### src/rtl/calc_pkg.sv
// Shared key codes, ALU op encoding and controller state for the calculator sequencer.
package calc_pkg;

  localparam logic [3:0] KEY_ADD = 4'hA;
  localparam logic [3:0] KEY_SUB = 4'hB;
  localparam logic [3:0] KEY_MUL = 4'hC;
  localparam logic [3:0] KEY_AND = 4'hD;
  localparam logic [3:0] KEY_EQ  = 4'hE;
  localparam logic [3:0] KEY_CLR = 4'hF;

  localparam logic [1:0] OP_ADD = 2'd0;
  localparam logic [1:0] OP_SUB = 2'd1;
  localparam logic [1:0] OP_MUL = 2'd2;
  localparam logic [1:0] OP_AND = 2'd3;

  typedef enum logic [2:0] {
    ENTER_A, ENTER_B, EXEC, WAIT, RESULT, ERR
  } state_e;

  function automatic logic is_digit(input logic [3:0] k);
    return k <= 4'd9;
  endfunction

  function automatic logic is_op(input logic [3:0] k);
    return (k >= KEY_ADD) && (k <= KEY_AND);
  endfunction

  // Operator keys A..D map onto ALU ops 0..3 in order.
  function automatic logic [1:0] key2op(input logic [3:0] k);
    logic [3:0] t;
    t = k - KEY_ADD;
    return t[1:0];
  endfunction

endpackage

### src/rtl/calc_dec_acc.sv
// Decimal entry step: sum = acc*10 + digit, flagging any result above 255.
module calc_dec_acc (
  input  logic [7:0] acc_i,
  input  logic [3:0] digit_i,
  output logic [7:0] sum_o,
  output logic       ovf_o
);

  logic [11:0] wide;

  assign wide  = ({4'd0, acc_i} * 12'd10) + {8'd0, digit_i};
  assign sum_o = wide[7:0];
  assign ovf_o = |wide[11:8];

endmodule

### src/rtl/calc_seq_ctrl.sv
// Keypad-driven calculator sequencer: operand entry, ALU handshake with timeout, result/error display.
// Define CALC_SEQ_CHAIN_EN to let an operator key in RESULT chain on the previous result.
module calc_seq_ctrl
  import calc_pkg::*;
#(
  parameter int TIMEOUT = 15
) (
  input  logic       clk,
  input  logic       rst,
  input  logic       key_valid,
  input  logic [3:0] key_code,
  output logic       key_ready,
  output logic       alu_start,
  output logic [1:0] alu_op,
  output logic [7:0] alu_a,
  output logic [7:0] alu_b,
  input  logic       alu_done,
  input  logic [7:0] alu_result,
  input  logic       alu_ovf,
  output logic [7:0] disp_value,
  output logic       disp_err,
  output logic       busy
);

  localparam int CW = $clog2(TIMEOUT + 1);

  state_e        state_q, state_d;
  logic [7:0]    a_q, a_d, b_q, b_d, res_q, res_d;
  logic [1:0]    op_q, op_d;
  logic          bdig_q, bdig_d;
  logic [CW-1:0] cnt_q, cnt_d;

  logic       key_acc;
  logic [7:0] acc_in, dig_sum;
  logic       dig_ovf;

  // One accumulator serves both operands; the state picks which one is being typed.
  assign acc_in = (state_q == ENTER_B) ? b_q : a_q;

  calc_dec_acc u_acc (
    .acc_i   (acc_in),
    .digit_i (key_code),
    .sum_o   (dig_sum),
    .ovf_o   (dig_ovf)
  );

  always_ff @(posedge clk or posedge rst) begin
    if (rst) begin
      state_q <= ENTER_A;
      a_q     <= '0;
      b_q     <= '0;
      res_q   <= '0;
      op_q    <= '0;
      bdig_q  <= 1'b0;
      cnt_q   <= '0;
    end else begin
      state_q <= state_d;
      a_q     <= a_d;
      b_q     <= b_d;
      res_q   <= res_d;
      op_q    <= op_d;
      bdig_q  <= bdig_d;
      cnt_q   <= cnt_d;
    end
  end

  always_comb begin
    state_d   = state_q;
    a_d       = a_q;
    b_d       = b_q;
    res_d     = res_q;
    op_d      = op_q;
    bdig_d    = bdig_q;
    cnt_d     = cnt_q;
    key_ready = (state_q != EXEC) && (state_q != WAIT);
    key_acc   = key_valid && key_ready;

    case (state_q)
      ENTER_A, ENTER_B: begin
        if (key_acc) begin
          if (is_digit(key_code)) begin
            if (dig_ovf) begin
              state_d = ERR;
            end else if (state_q == ENTER_A) begin
              a_d = dig_sum;
            end else begin
              b_d    = dig_sum;
              bdig_d = 1'b1;
            end
          end else if (is_op(key_code)) begin
            if (state_q == ENTER_A) begin
              op_d    = key2op(key_code);
              b_d     = '0;
              bdig_d  = 1'b0;
              state_d = ENTER_B;
            end else if (!bdig_q) begin
              op_d = key2op(key_code);
            end
          end else if (key_code == KEY_EQ && state_q == ENTER_B) begin
            state_d = EXEC;
          end
        end
      end
      EXEC: begin
        state_d = WAIT;
        cnt_d   = '0;
      end
      WAIT: begin
        if (alu_done) begin
          if (alu_ovf) begin
            state_d = ERR;
          end else begin
            res_d   = alu_result;
            state_d = RESULT;
          end
        end else if (cnt_q == CW'(TIMEOUT - 1)) begin
          state_d = ERR;
        end else begin
          cnt_d = cnt_q + CW'(1);
        end
      end
      RESULT: begin
        if (key_acc && is_digit(key_code)) begin
          a_d     = {4'd0, key_code};
          b_d     = '0;
          bdig_d  = 1'b0;
          state_d = ENTER_A;
        end
`ifdef CALC_SEQ_CHAIN_EN
        else if (key_acc && is_op(key_code)) begin
          a_d     = res_q;
          op_d    = key2op(key_code);
          b_d     = '0;
          bdig_d  = 1'b0;
          state_d = ENTER_B;
        end
`endif
      end
      default: ;
    endcase

    // Clear wins over everything else wherever a key is being accepted.
    if (key_acc && key_code == KEY_CLR) begin
      state_d = ENTER_A;
      a_d     = '0;
      b_d     = '0;
      bdig_d  = 1'b0;
    end
  end

  assign alu_start = (state_q == EXEC);
  assign busy      = (state_q == EXEC) || (state_q == WAIT);
  assign disp_err  = (state_q == ERR);
  assign alu_a     = a_q;
  assign alu_b     = b_q;
  assign alu_op    = op_q;

  always_comb begin
    disp_value = '0;
    case (state_q)
      ENTER_A:            disp_value = a_q;
      ENTER_B:            disp_value = bdig_q ? b_q : a_q;
      EXEC, WAIT, RESULT: disp_value = res_q;
      default:            disp_value = '0;
    endcase
  end

endmodule

### config.mk
export PLATFORM = sky130hd
export DESIGN_NAME = calc_seq_ctrl
export DESIGN_NICKNAME = d
export VERILOG_FILES = /design/src/rtl/calc_pkg.sv /design/src/rtl/calc_dec_acc.sv /design/src/rtl/calc_seq_ctrl.sv
export SDC_FILE = /design/constraint.sdc
export NUM_CORES = 1
export LEC_CHECK = 0
export ABC_AREA = 0
export CAP_MARGIN = 15
export CORE_ASPECT_RATIO = 0.7
export CORE_UTILIZATION = 53
export DETAILED_ROUTE_END_ITERATION = 8
export GPL_TIMING_DRIVEN = 0
export PLACE_DENSITY = 0.84
export SKIP_CTS_REPAIR_TIMING = 1
export SYNTH_ARGS = -nofsm -noshare
export SYNTH_HDL_FRONTEND = slang
export SYNTH_HIERARCHICAL = 1
export SYNTH_SLANG_ARGS = --single-unit
### constraint.sdc
create_clock -name clk -period 5.95 [get_ports clk]
set_clock_uncertainty 0.1 [all_clocks]
set_input_delay 0.595 -clock clk [delete_from_list [all_inputs] [get_ports clk]]
set_output_delay 0.595 -clock clk [all_outputs]
set_load 0.05 [all_outputs]
==> flow_summary.ini, run 1 <==
[floorplanning]
initial_core_util = 0.5679
die-area_mm2 = 0.005085
rows = 20
die_y_um = 59.96
dieWidth_um = 84.80
coreArea_mm2 = 0.004479
io_pins = 47

[drt]
first_pass_iters = 7
wire_per_inst_um = 17.46
detail-route-antenna-nets = 0
post-route-drc-count = 5
detail_route.wirelength_um = 6687
drt_iter0_markers = 167
via_per_inst = 5.914
num_vias = 2265

[worst_setup_path]
cp_cell_sequence = clkbuf_1 -> or2_1 -> buf_2 -> nor2_1 -> mux2_2 -> ha_1 -> ha_1 -> fa_1 -> a21o_2 -> a21oi_1 -> xnor2_1 -> and3b_1 -> o211ai_2 -> o31ai_1 -> o21ai_2 -> mux2_1
start_kind = flop
path_class = reg -> reg
slowest_delay_ps = 530
worstPathMaxFanout = 10
end_kind = flop
critical-path-top-delay-family = compound AO/OA/AOI/OAI gates
cp.buffers_inverters = 2
cp_slowest_cell = o21ai_2
cp_common_cell = ha_1
arrival_ps = 5180
cp_data_required_time_ps = 6030

[synthesis]
synth_top_family_by_area = multiplexers
synth_mux_area_frac = 0.1884
synth_xor_area_frac = 0.03738
syn_area_mm2 = 0.002544
synth_cells = 273
synth_edf_count = 0
syn_area_per_cell_um2 = 9.318
yosysWarnings = 6
synth_nets = 309
synth_fa_ha_area_frac = 0.09936
synth-compound-area-share = 0.1338
ys_types = 51
seq_area_frac_synth = 0.3345
yosysTopAreaCell = dfrtp_1
ys_seq_elements = 34
synth-simple-area-share = 0.1490
synth_top_area_share = 0.3345
synthTopCellsByArea = dfrtp_1 (33%), mux2i_1 (9.8%), ha_1 (8.4%)
synth_flop_cell = dfrtp_1
synthArstFlopShare = 1.000

[grt]
antenna_found_initial = 0
grt_pass1_vias = 2193
grt_max_degree = 22
grt-ovfl-total = 0
grt_util_all_layers = 0.2905
grt_pass1_wl_um = 11010

[timing]
fin_setup_tns_ps = 0
final-hold-violation-count = 0
max_freq_mhz = 196.1
holdWs_ps = 391.0
relSlewSlack = 0.3528
report.final.slew_viol_count = 0
fin_crit_sh = 0.8570
period_needed_ps = 5099
rsz0062_at_grt = false
setup_viol_count_final = 0
worst_pin_slew_ps = 964.2

[finish]
area_growth_pct = 25.63
antenna_cells = 0
drive_above_1_share = 0.1098
fin_nets = 363

[outcome]
violations = design-rule violations
status = complete, but fails checks

[cts]
clock_path_buffers = 2
h-tree-depth = 2
tritoncts = yes
numCtsBuffers = 5
cts-root-buf = clkbuf_8
clock_sinks = 34
clk_latency_ps = 300
path_clk_slew_ps = 80

[placed_design]
hpwl_um = 4964
portBuffers = 46
globalplace.congestion = 0.9722

[run]
max_cap_violations = 0

[min_path]
hold_class = reg -> reg
-- per-stage QoR --
| stage | setup slack, ps | utilization | cell area [um^2] | cells |
|---|---|---|---|---|
| detailed placement | 911.6 | 0.6922 | 3100 | 375 |
| global route | 623.8 | 0.7134 | 3196 | 383 |
| global placement | 1007 | 0.6860 | 3073 | 374 |
| finish | 851.0 | 0.7134 | 3196 | 383 |
| CTS | 909.4 | 0.7134 | 3196 | 383 |
| floorplan | 1436 | - | 2544 | 273 |
-- kinds of logic (layout without fill, tap and decap cells) --
group | Yosys count | after routing
compound gates | 52 | 52
xor+xnor | 10 | 10
fa+ha+maj | 19 | 19
buf+inv | 34 | 89
flops | 34 | 34
mux | 45 | 45
simple gates | 79 | 79
-- flip-flops by register name, indices dropped and copies added (netlist names) --
| register | flops |
|---|---|
| alu_a | 8 |
| alu_b | 8 |
| res_q | 8 |
| cnt_q | 4 |
| state_q | 3 |
| alu_op | 2 |
| bdig_q | 1 |
-- final timing paths --
path	start	to	slack, ps	depth (start not counted)
min in group asynchronous	rst	cnt_q[2]	570	2
max	state_q[1]	alu_a[0]	850	16
max reg2reg	state_q[1]	alu_a[0]	850	16
min	res_q[0]	res_q[0]	390	1
min reg2reg	res_q[0]	res_q[0]	390	1
max in group asynchronous	rst	alu_a[1]	4660	3
-- synth_stat cells (2+ instances only) --
library cell / instances
mux2_1: 15
ha_1: 17
nand3_1: 7
mux2_2: 4
xor2_1: 4
xnor2_1: 5
nor2_1: 18
o21ai_1: 9
mux2i_1: 25
clkbuf_1: 2
nand2_1: 34
a21oi_1: 12
dfrtp_1: 34
inv_2: 2
nor3_1: 3
o21ai_0: 13
nand2b_1: 3
a32oi_1: 2
nor3_2: 2
fa_1: 2
a211o_1: 2
buf_2: 6
nand4_1: 3
inv_1: 22
-- layer usage --
| metal | GRT usage | vias to the layer above | routed length, um |
|---|---|---|---|
| met4 | 0.09927 | 0 | 115 |
| met1 | 0.3943 | 1079 | 3101 |
| met5 | 0 | - | 0 |
| li1 | - | 1053 | - |
| met2 | 0.4715 | 122 | 2860 |
| met3 | 0.05939 | 11 | 609 |
-- layout by cell type (no fill, tap or decap), types with 2 or more instances in the layout --
| master | Yosys | routed |
|---|---|---|
| nand2b_1 | 3 | 3 |
| clkbuf_1 | 2 | 2 |
| xor2_1 | 4 | 4 |
| mux2_1 | 15 | 15 |
| a211o_1 | 2 | 2 |
| a21oi_1 | 12 | 12 |
| o21ai_0 | 13 | 13 |
| fa_1 | 2 | 2 |
| nand3_1 | 7 | 7 |
| nor3_2 | 2 | 2 |
| buf_2 | 6 | 6 |
| inv_2 | 2 | 2 |
| xnor2_1 | 5 | 5 |
| nor2_1 | 18 | 18 |
| clkbuf_8 | 0 | 6 |
| nor3_1 | 3 | 3 |
| nand4_1 | 3 | 3 |
| dfrtp_1 | 34 | 34 |
| mux2i_1 | 25 | 25 |
| inv_1 | 22 | 22 |
| nand2_1 | 34 | 34 |
| clkdlybuf4s50_1 | 0 | 46 |
| mux2_2 | 4 | 4 |
| ha_1 | 17 | 17 |
| a32oi_1 | 2 | 2 |
| o21ai_1 | 9 | 9 |
-- area by class of cell --
| class | count | area, um^2 |
|---|---|---|
| Sequential cell | 34 | 850.8 |
| Buffer | 10 | 56.30 |
| Inverter | 24 | 90.09 |
| Clock buffer | 6 | 82.58 |
| Clock inverter | 2 | 12.51 |
| Timing Repair Buffer | 47 | 488.0 |
| Tap cell | 55 | 68.82 |
| Fill cell | 364 | 1284 |
| Multi-Input combinational cell | 205 | 1546 |
Power of run 1 is not shown: default switching activity piles up to over one toggle a cycle in this logic, so the estimate is an artifact.
==> run 2: changes to the inputs <==
--- a/config.mk
+++ b/config.mk
@@ -7,10 +7,9 @@
 export LEC_CHECK = 0
 export ABC_AREA = 0
 export CAP_MARGIN = 15
-export CORE_ASPECT_RATIO = 0.7
+export CORE_ASPECT_RATIO = 0.8
 export CORE_UTILIZATION = 53
 export DETAILED_ROUTE_END_ITERATION = 8
-export GPL_TIMING_DRIVEN = 0
 export PLACE_DENSITY = 0.84
 export SKIP_CTS_REPAIR_TIMING = 1
 export SYNTH_ARGS = -nofsm -noshare
==> run 2 against run 1 <==
The flow now finishes without violations. Register-to-register slack gained 40 ps. Hold slack improved by 0.91 ps. Count of clock-buffer cells in the layout is 1 lower. Global-route usage shrank 1.9 points. Critical path depth is 1 higher. Non-clock buffer count decreased by 7. Utilization down 1.9 points. Sequential share of layout area about the same. Routed wire length shrank 4.1%. Via count is 1.2% lower. Setup slack better by 39 ps. Die area hardly changed. Critical path type unchanged. Largest cell class unchanged. Highest routed layer unchanged.
==> flow_summary.ini, run 2 (synthesized netlist as in run 1, its figures left out) <==
[timing]
final-hold-violation-count = 0
report.final.slew_viol_count = 0
fin_crit_sh = 0.8504
setup_viol_count_final = 0
fin_setup_tns_ps = 0
relSlewSlack = 0.3399
max_freq_mhz = 197.6
worst_pin_slew_ps = 983.5
period_needed_ps = 5060
rsz0062_at_grt = false

[cts]
path_clk_slew_ps = 80
h-tree-depth = 2
clock_path_buffers = 2
cts-root-buf = clkbuf_8
numCtsBuffers = 5
clock_sinks = 34
clk_latency_ps = 290
tritoncts = yes

[grt]
grt_pass1_wl_um = 10500
grt_util_all_layers = 0.2711
grt_max_degree = 35
antenna_found_initial = 0
grt-ovfl-total = 0
grt_pass1_vias = 2124

[placed_design]
hpwl_um = 4869
portBuffers = 46
globalplace.congestion = 0.9258

[min_path]
hold_class = reg -> reg

[drt]
drt_iter0_markers = 274
dr.max_layer_used = met4
detail_route.wirelength_um = 6413
wl_met3_um = 443
wire_per_inst_um = 16.83
post-route-drc-count = 0
via_per_inst = 5.871
routed-wl-met2_um = 2891
detail-route-antenna-nets = 0
num_vias = 2237
drt-met1-wl_um = 2999
first_pass_iters = 4

[finish]
layout_common_cells = clkdlybuf4s50_1 (46), nand2_1 (34), dfrtp_1 (34), mux2i_1 (25), inv_1 (22)
antenna_cells = 0
area_growth_pct = 25.43
drive_above_1_share = 0.09657
final_common_cell = clkdlybuf4s50_1
fin_nets = 356

[floorplanning]
die_y_um = 63.97
initial_core_util = 0.5533
coreArea_mm2 = 0.004597
io_pins = 47
rows = 22
dieWidth_um = 79.46
die-area_mm2 = 0.005082

[worst_setup_path]
cp_data_required_time_ps = 6020
end_kind = flop
worstPathMaxFanout = 13
path_class = reg -> reg
arrival_ps = 5130
start_kind = flop

[outcome]
status = complete, no violations

[run]
max_cap_violations = 0
[run 2: cell types whose count changed in the layout (fill, tap and decap cells not counted)]
| cell | previous run | this run |
|---|---|---|
| clkinvlp_4 | 1 | 0 |
| clkinv_4 | 0 | 1 |
| clkbuf_8 | 6 | 5 |
| buf_16 | 1 | 0 |
| buf_6 | 1 | 0 |
| bufinv_16 | 0 | 2 |
| clkbuf_1 | 2 | 0 |
| clkinv_2 | 1 | 0 |
| buf_2 | 6 | 0 |
| buf_4 | 1 | 4 |
[run 2: worst paths after layout]
kind                                  to  cells past startpoint        from  slack (ps)
worst min register to register  res_q[1]                      1    res_q[1]         390
max in group asynchronous       alu_a[5]                      3         rst        4840
min in group asynchronous       alu_b[0]                      3         rst         600
worst max-delay path              bdig_q                     17  state_q[1]         890
worst min-delay path            res_q[1]                      1    res_q[1]         390
worst max register to register    bdig_q                     17  state_q[1]         890
[run 2: layout make-up]
class,instances,area (um^2)
repair buffers,50,490.5
clock buffers,5,68.82
multi-input cells,205,1546
fillers,350,1406
clock inverters,3,68.82
well taps,60,75.07
flip-flops and latches,34,850.8
inverters,24,90.09
[run 2: metal layers]
metal  vias up  global-route usage
li1       1055                   -
met2        86              0.4071
met1      1086              0.3967
met3        10             0.04857
met4         0             0.07727
met5         -                   0
[run 2: per-stage QoR]
step                      instances  cell area (um^2)  setup slack (ps)    util  hold slack [ps]
after floorplan                 273              2544              1436       -            358.0
after global placement          373              3053              1137  0.6641            369.4
after detailed placement        373              3053             951.3  0.6641            378.2
after CTS                       381              3191             936.6  0.6941            396.0
after global routing            381              3191             641.4  0.6941            410.0
final                           381              3191             890.3  0.6941            392.0
[run 2: worst max-delay path: stages, from the launching register on]
cell	delay (ps)
dfrtp_1	490
or2_1	450
nor2_1	350
buf_4	240
mux2_2	380
ha_1	300
ha_1	230
fa_1	430
xor2_2	230
nand3_1	120
nor4_2	260
and3b_1	210
o211ai_2	120
nor3_1	220
a2bb2oi_1	220
o21ai_1	80
buf_4	210
mux2_4	300
Power of run 2 is left out for the same reason.
==> run 3: changes to the inputs <==
--- a/config.mk
+++ b/config.mk
@@ -12,6 +12,7 @@
 export DETAILED_ROUTE_END_ITERATION = 8
 export PLACE_DENSITY = 0.84
 export SKIP_CTS_REPAIR_TIMING = 1
+export SLEW_MARGIN = 40
 export SYNTH_ARGS = -nofsm -noshare
 export SYNTH_HDL_FRONTEND = slang
 export SYNTH_HIERARCHICAL = 1
==> run 3 against run 2 <==
Register-to-register slack is essentially flat. Flip-flop and latch count is the same. Via count shrank 0.85%. Critical path type unchanged. Sequential share of layout area shrank 0.052 points. Die area is the same. Design area grew 0.20%. Fmax shrank 0.16%. Count of clock-buffer cells in the layout is the same. Non-clock buffer count is the same. Cell count is the same. First-iteration DRC count shrank 3.3%. Critical endpoint unchanged. Critical path depth is the same.
==> flow_summary.ini, run 3 (synthesized netlist as in run 1, its figures left out) <==
[cts]
numCtsBuffers = 5
tritoncts = yes
cts-root-buf = clkbuf_8
clk_latency_ps = 290
path_clk_slew_ps = 80
clock_path_buffers = 2
clock_sinks = 34
h-tree-depth = 2

[worst_setup_path]
cp.depth = 17
cp_cell_sequence = or2_1 -> nor2_1 -> buf_4 -> mux2_2 -> ha_1 -> ha_1 -> fa_1 -> xor2_2 -> nand3_1 -> nor4_2 -> and3b_1 -> o211ai_2 -> nor3_1 -> a2bb2oi_1 -> o21ai_1 -> buf_4 -> mux2_4
cp.buffers_inverters = 2
slowest_delay_ps = 490
arrival_ps = 5140
r2r_end = bdig_q
reg2reg_depth = 17
cp_data_required_time_ps = 6020
worstPathMaxFanout = 13
path_class = reg -> reg
reg2reg_from = state_q[2]
start_kind = flop
end_kind = flop
cp_slowest_cell = dfrtp_1
critical-path-top-delay-family = simple AND/OR/NAND/NOR gates
regToRegSetupSlack_ps = 880

[drt]
wire_per_inst_um = 16.83
first_pass_iters = 4
post-route-drc-count = 0
num_vias = 2218
detail-route-antenna-nets = 0
detail_route.wirelength_um = 6412
via_per_inst = 5.822
drt_iter0_markers = 265

[outcome]
status = complete, no violations

[min_path]
hold_end = alu_op[0]
hold_depth = 1
hold_class = reg -> reg
worstHoldStart = alu_op[0]

[timing]
fin_setup_tns_ps = 0
max_freq_mhz = 197.3
setup_viol_count_final = 0
relSlewSlack = 0.5026
final-hold-violation-count = 0
holdWs_ps = 391.8
rsz0062_at_grt = false
worst_pin_slew_ps = 742.1
fin_crit_sh = 0.8518
report.final.slew_viol_count = 0
period_needed_ps = 5068

[finish]
seqCellArea_um2 = 850.8
area_growth_pct = 25.68
drive_above_1_share = 0.09969
antenna_cells = 0
final_common_cell = clkdlybuf4s50_1
fin_nets = 356
n_fill_cell = 353
multi_input_area_mm2 = 0.001553
layout_common_cells = clkdlybuf4s50_1 (46), nand2_1 (34), dfrtp_1 (34), mux2i_1 (25), inv_1 (22)
fin_area_mm2 = 0.003197

[floorplanning]
dieWidth_um = 79.46
initial_core_util = 0.5533
die_y_um = 63.97
io_pins = 47
rows = 22
die-area_mm2 = 0.005082
coreArea_mm2 = 0.004597

[placed_design]
portBuffers = 46
dpl-instance-area_mm2 = 0.003053
hpwl_um = 4869
globalplace.congestion = 0.9258

[grt]
grt_max_degree = 35
grt_util_all_layers = 0.2711
grt_pass1_vias = 2124
grt_pass1_wl_um = 10500
antenna_found_initial = 0
grt-ovfl-total = 0

[run]
max_cap_violations = 0
==> run 3: cell type report <==
class                           instances  share of cell area
Tap cell                               60             0.02348
Sequential cell                        34              0.2661
Multi-Input combinational cell        205              0.4857
Inverter                               24             0.02818
Clock buffer                            5             0.02153
Clock inverter                          3             0.02153
Timing Repair Buffer                   50              0.1534
==> run 3: per-stage QoR <==
step | setup slack (ps) | util | cells
floorplan | 1436 | - | 273
global placement | 1137 | 0.6641 | 373
detailed placement | 951.3 | 0.6641 | 373
CTS | 936.6 | 0.6941 | 381
global route | 641.4 | 0.6954 | 381
finish | 881.9 | 0.6954 | 381
==> run 3: layer usage <==
layer  wire length, um  GRT usage
met5                 0          0
met4                66    0.07727
met3               437    0.04857
met2              2943     0.4071
met1              2965     0.3967
==> run 3: how the worst max path moves through the flow <==
stage	start	endpoint	slack, ps
2_1_floorplan	state_q[1]	state_q[1]	1440
3_3_place_gp	state_q[1]	bdig_q	1140
3_5_place_dp	state_q[1]	bdig_q	950
4_1_cts	state_q[1]	bdig_q	940
5_1_grt	state_q[1]	bdig_q	640
6_report	state_q[2]	bdig_q	880
Power of run 3 is left out for the same reason.
